<file path="src/rtl/pipe_ctrl.sv">
// rtl/pipe_ctrl.sv - RV32 pipeline sequencer: fetch redirect, stalls, flushes and two-step trap entry
module pipe_ctrl #(
  parameter int ADDR_W     = 12,
  parameter int DIV_CYCLES = 8,
  parameter int CAUSE_W    = 4
) (
  input  logic               clk,
  input  logic               rst,
  input  logic               ex_jump_req,
  input  logic [ADDR_W-1:0]  ex_jump_addr,
  input  logic               ld_use_hazard,
  input  logic               div_start,
  input  logic               trap_req,
  input  logic [ADDR_W-1:0]  trap_pc,
  input  logic [CAUSE_W-1:0] trap_cause,
  input  logic               mret_req,
  input  logic [ADDR_W-1:0]  mtvec_i,
  input  logic [ADDR_W-1:0]  mepc_i,
  output logic               jump_flag,
  output logic [ADDR_W-1:0]  jump_addr,
  output logic               hold_if,
  output logic               hold_id,
  output logic               hold_ex,
  output logic               flush_id,
  output logic               flush_ex,
  output logic               mepc_we,
  output logic [ADDR_W-1:0]  mepc_wdata,
  output logic               mcause_we,
  output logic [CAUSE_W-1:0] mcause_wdata,
  output logic               trap_ack,
  output logic               div_done,
  output logic               busy
);

  // Counter only has to hold DIV_CYCLES-2; keep at least one bit for DIV_CYCLES==2.
  localparam int CNT_W = (DIV_CYCLES > 2) ? $clog2(DIV_CYCLES) : 1;
  localparam logic [ADDR_W-1:0] ALIGN_MASK = ~ADDR_W'(3);

  typedef enum logic [1:0] {
    IDLE      = 2'd0,
    DIV_WAIT  = 2'd1,
    TRAP_SAVE = 2'd2,
    TRAP_JUMP = 2'd3
  } state_t;

  state_t             state;
  logic [CNT_W-1:0]   div_cnt;
  logic [ADDR_W-1:0]  trap_pc_q;
  logic [CAUSE_W-1:0] trap_cause_q;

  // Sequencer state, divide countdown and trap latches; requests only accepted in IDLE.
  always_ff @(posedge clk or posedge rst) begin
    if (rst) begin
      state        <= IDLE;
      div_cnt      <= '0;
      trap_pc_q    <= '0;
      trap_cause_q <= '0;
    end else begin
      case (state)
        IDLE: begin
          if (trap_req) begin
            trap_pc_q    <= trap_pc;
            trap_cause_q <= trap_cause;
            state        <= TRAP_SAVE;
          end else if (!mret_req && !ex_jump_req && div_start) begin
            // The start cycle is the first hold cycle, so count the rest down to zero.
            div_cnt <= CNT_W'(DIV_CYCLES - 2);
            state   <= DIV_WAIT;
          end
        end
        DIV_WAIT: begin
          if (div_cnt == '0) begin
            state <= IDLE;
          end else begin
            div_cnt <= div_cnt - 1'b1;
          end
        end
        TRAP_SAVE: state <= TRAP_JUMP;
        TRAP_JUMP: state <= IDLE;
        default:   state <= IDLE;
      endcase
    end
  end

  // Mealy control outputs so a redirect reaches fetch on the very next edge; forced quiet in reset.
  always_comb begin
    jump_flag    = 1'b0;
    jump_addr    = '0;
    hold_if      = 1'b0;
    hold_id      = 1'b0;
    hold_ex      = 1'b0;
    flush_id     = 1'b0;
    flush_ex     = 1'b0;
    mepc_we      = 1'b0;
    mepc_wdata   = '0;
    mcause_we    = 1'b0;
    mcause_wdata = '0;
    trap_ack     = 1'b0;
    div_done     = 1'b0;
    busy         = 1'b0;
    if (!rst) begin
      busy = (state != IDLE);
      case (state)
        IDLE: begin
          if (trap_req) begin
            hold_if  = 1'b1;
            hold_id  = 1'b1;
            hold_ex  = 1'b1;
            flush_id = 1'b1;
            flush_ex = 1'b1;
          end else if (mret_req) begin
            jump_flag = 1'b1;
            jump_addr = mepc_i & ALIGN_MASK;
            flush_id  = 1'b1;
            flush_ex  = 1'b1;
          end else if (ex_jump_req) begin
            jump_flag = 1'b1;
            jump_addr = ex_jump_addr & ALIGN_MASK;
            flush_id  = 1'b1;
            flush_ex  = 1'b1;
          end else if (div_start) begin
            hold_if = 1'b1;
            hold_id = 1'b1;
            hold_ex = 1'b1;
          end else if (ld_use_hazard) begin
            // Freeze IF/ID and inject one bubble into EX.
            hold_if  = 1'b1;
            hold_id  = 1'b1;
            flush_ex = 1'b1;
          end
        end
        DIV_WAIT: begin
          hold_if  = 1'b1;
          hold_id  = 1'b1;
          hold_ex  = 1'b1;
          div_done = (div_cnt == '0);
        end
        TRAP_SAVE: begin
          hold_if      = 1'b1;
          hold_id      = 1'b1;
          hold_ex      = 1'b1;
          mepc_we      = 1'b1;
          mepc_wdata   = trap_pc_q & ALIGN_MASK;
          mcause_we    = 1'b1;
          mcause_wdata = trap_cause_q;
        end
        TRAP_JUMP: begin
          // Jump wins over hold at fetch, so hold_if stays low here.
          jump_flag = 1'b1;
          jump_addr = mtvec_i & ALIGN_MASK;
          flush_id  = 1'b1;
          flush_ex  = 1'b1;
          trap_ack  = 1'b1;
        end
        default: begin
          busy = 1'b1;
        end
      endcase
    end
  end

endmodule
</file>
<file path="config.mk">
export PLATFORM = sky130hd
export DESIGN_NAME = pipe_ctrl
export DESIGN_NICKNAME = d
export VERILOG_FILES = /design/src/rtl/pipe_ctrl.sv
export SDC_FILE = /design/constraint.sdc
export NUM_CORES = 1
export LEC_CHECK = 0
export CAP_MARGIN = 0
export CORE_MARGIN = 10
export CORE_UTILIZATION = 30
export CTS_CLUSTER_SIZE = 30
export DETAILED_ROUTE_END_ITERATION = 12
export GPL_ROUTABILITY_DRIVEN = 0
export GPL_TIMING_DRIVEN = 0
export PLACE_DENSITY = 0.73
export SLEW_MARGIN = 10
export SYNTH_ARGS = -nofsm -noshare
export SYNTH_HDL_FRONTEND = slang
export SYNTH_SLANG_ARGS = --single-unit
</file>
<file path="constraint.sdc">
create_clock -name clk -period 2.7 [get_ports clk]
set_input_delay 0.81 -clock clk [delete_from_list [all_inputs] [get_ports clk]]
set_output_delay 0.81 -clock clk [all_outputs]
set_load 0.01 [all_outputs]
</file>
==> impl_metrics.env <==
export IMPL_synth_edff_count=0
export IMPL_syn_avg_cell_area_um2=8.94
export IMPL_ys_top_cells_by_area="dfrtp_1 33%, mux2_2 11%, and3_1 6.1%, ha_1 6.1%, a22o_1 5.5%"
export IMPL_ys_seq_elements=19
export IMPL_syn_inst=161
export IMPL_ios=98
export IMPL_critPathMaxStageDelay_ns=0.28
export IMPL_start_util_pct=30.7
export IMPL_timing_fmax_mhz=380
export IMPL_regArea_um2=478
export IMPL_synth_area_um2=1440
export IMPL_grt_ovfl_total=0
export IMPL_synth_area_leader_cell="dfrtp_1"
export IMPL_synth_most_common_cell="dfrtp_1"
export IMPL_crit_slowest_cell="dlygate4sd2_1"
export IMPL_hold_viol_final=0
export IMPL_slew_violations=0
export IMPL_skew_ns=0.00175
export IMPL_yosysWarnings=0
export IMPL_vdd_drop_max_mv=0.518
export IMPL_crit_chain="clkdlybuf4s15_2 -> nor3_2 -> inv_1 -> a21oi_1 -> nor2_1 -> dlygate4sd2_1"
export IMPL_arrival_ns=1.82
export IMPL_required_ns=1.89
export IMPL_grt_pass1_wl_mm=7.84
export IMPL_cts_made_buffers=3
export IMPL_ant_nets=0
export IMPL_std_cell_rows=25
export IMPL_antenna_found_initial=0
export IMPL_antenna_cells=0
export IMPL_nets=328
export IMPL_grt_max_degree=15
export IMPL_async_reset_ff_share_pct=100
export IMPL_synth_top_area_share_pct=33.0
export IMPL_firstDrtPassIters=4
export IMPL_die_y_um=89.3
export IMPL_clock_sinks=19
export IMPL_slew_limit_headroom_pct=55.7
export IMPL_fin_crit_sh_pct=97.5
export IMPL_grt_use_total_pct=12.3
export IMPL_cts_root_buffer="clkbuf_8"
export IMPL_cp_end_kind="output port"
export IMPL_syn_to_final_growth_pct=73.0
export IMPL_core_area_um2=4690
export IMPL_worst_setup_path_start_kind="input port"
export IMPL_setup_violations=0
export IMPL_clk_insertion_delay_late_ns=0.26
export IMPL_routedWlPerCell_um=16.6
export IMPL_drtIter0Drc=68
export IMPL_num_vias=1592
export IMPL_dp_hpwl_mm=4.00
export IMPL_dp_worst_setup_slack_ns=-1.04
export IMPL_drt_drc_violations_left=0
export IMPL_hold_buffers=0
export IMPL_grt_pass1_vias=1581
export IMPL_power_mw=1.96
export IMPL_cts_clk_slew_worst_paths_ns=0.07
export IMPL_ys_flop_type="dfrtp_1"
export IMPL_power_leakage_nw=1.22
export IMPL_path_class="input port to output port"
export IMPL_tightest_slew_ns=0.657
export IMPL_cts_tree="built"
export IMPL_drv_cap=0
export IMPL_setup_tns_ns=0
export IMPL_finalWirelength_mm=5.23
export IMPL_n_fill_cell=472
export IMPL_hold_path_class="register to register"
export IMPL_placed_area_um2=2370
export IMPL_port_buffers=85
export IMPL_fin_crit_ns=2.63
export IMPL_p_per_area_nw_per_um2=786
export IMPL_cp_max_fo=6
export IMPL_vias_per_cell=5.05
export IMPL_cts_buffer_depth=2
export IMPL_multiInputGateArea_um2=917
export IMPL_setup_slack_ns=0.0680
export IMPL_drive_above_1_share_pct=31.8
export IMPL_synthDistinctLibCells=32
export IMPL_htree_num_levels=1
export IMPL_fin_area_um2=2490
export IMPL_status="finished clean"
export IMPL_die_area_um2=7970
export IMPL_ys_top_cells_by_count="19 x dfrtp_1, 17 x nor2_1, 14 x and3_1, 14 x mux2_2"
export IMPL_die_x_um=89.3
export IMPL_seq_area_frac_synth_pct=33.0
==> per-layer routing <==
| layer | GRT usage, % | wire length (µm) |
|---|---|---|
| met1 | 14.0 | 2240 |
| met4 | 4.05 | 52 |
| met3 | 6.56 | 781 |
| met5 | 0 | 0 |
| met2 | 19.3 | 2150 |
==> cell type report <==
type | instances | area share [%]
Multi-Input combinational cell | 120 | 36.8
Timing Repair Buffer | 93 | 32.6
Sequential cell | 19 | 19.2
Buffer | 15 | 5.32
Tap cell | 54 | 2.71
Clock buffer | 3 | 1.66
Inverter | 10 | 1.51
Clock inverter | 1 | 0.201
==> flip-flops by register name, summed over array words and instances, names as in the netlist <==
| register | flops |
|---|---|
| trap_pc_q | 10 |
| div_cnt | 3 |
| state | 2 |
| trap_cause_q | 4 |
==> kinds of logic (layout without fill, tap and decap cells) <==
| logic type | Yosys count | after routing | synth area share, % |
|---|---|---|---|
| other cells | 1 | 4 | 0.260 |
| mux | 14 | 14 | 10.9 |
| compound gates | 42 | 42 | 21.5 |
| simple gates | 53 | 53 | 19.5 |
| flops | 19 | 19 | 33.0 |
| fa+ha+maj | 7 | 7 | 6.08 |
| buf+inv | 25 | 122 | 8.60 |
==> through the flow <==
step | hold slack, ns | instances | utilization, %
final | 0.500 | 315 | 53.1
after global routing | 0.510 | 315 | 53.1
after CTS | 0.503 | 314 | 53.3
after detailed placement | 0.485 | 303 | 50.5
after global placement | 0.479 | 303 | 50.5
after floorplan | 0.471 | 164 | -
==> placed cells by master, fill, tap and decap left out, types with 2 or more instances in the layout <==
cell / Yosys / routed
buf_6: 0 / 2
nand3_1: 5 / 5
nor2_1: 17 / 15
a22oi_2: 0 / 3
dlygate4sd2_1: 0 / 16
ha_4: 0 / 2
conb_1: 1 / 4
and3_1: 14 / 14
buf_2: 3 / 18
dfrtp_2: 0 / 2
inv_1: 10 / 7
a22oi_1: 10 / 7
a21oi_1: 8 / 8
or2_4: 0 / 2
nand2b_1: 2 / 2
o21ai_0: 6 / 5
mux2_2: 14 / 14
nor2b_1: 3 / 2
dfrtp_1: 19 / 17
buf_4: 7 / 15
ha_1: 7 / 4
and4_1: 2 / 2
clkdlybuf4s50_1: 0 / 48
clkbuf_8: 0 / 5
nor2_2: 0 / 2
nor3_2: 0 / 2
a22o_1: 9 / 9
clkbuf_2: 0 / 3
inv_2: 0 / 3
nand2_1: 3 / 3
==> final timing paths <==
| kind | from | end | slack (ns) | cells after the start |
|---|---|---|---|---|
| worst max-delay path | trap_req | flush_id | 0.07 | 6 |
| worst min-delay path | trap_pc_q[5]$_DFFE_PP0P_ | trap_pc_q[5]$_DFFE_PP0P_ | 0.50 | 1 |
| worst min register to register | trap_pc_q[5]$_DFFE_PP0P_ | trap_pc_q[5]$_DFFE_PP0P_ | 0.50 | 1 |
| min in group asynchronous | rst | trap_pc_q[10]$_DFFE_PP0P_ | 0.73 | 4 |
| worst max register to register | div_cnt[0]$_DFFE_PP0P_ | state[1]$_DFFE_PP0P_ | 1.01 | 6 |
| max in group asynchronous | rst | state[1]$_DFFE_PP0P_ | 1.71 | 5 |
==> worst max-delay path: cells and delay by family <==
family          cells  cell delay, ns
compound gates      1            0.15
buf+inv             3            0.61
simple gates        2            0.26
==> power by group <==
group	switching (mW)	internal, mW
Combinational	0.595	0.647
Sequential	0.0832	0.433
Clock	0.0983	0.103
==> repair_timing <==
item	in CTS	in global routing
pin swaps	4	3
gates cloned	1	0
setup endpoints to repair	35	17
resized for setup	108	24
buffers inserted	6	1
(Power assumes the default switching activity.)
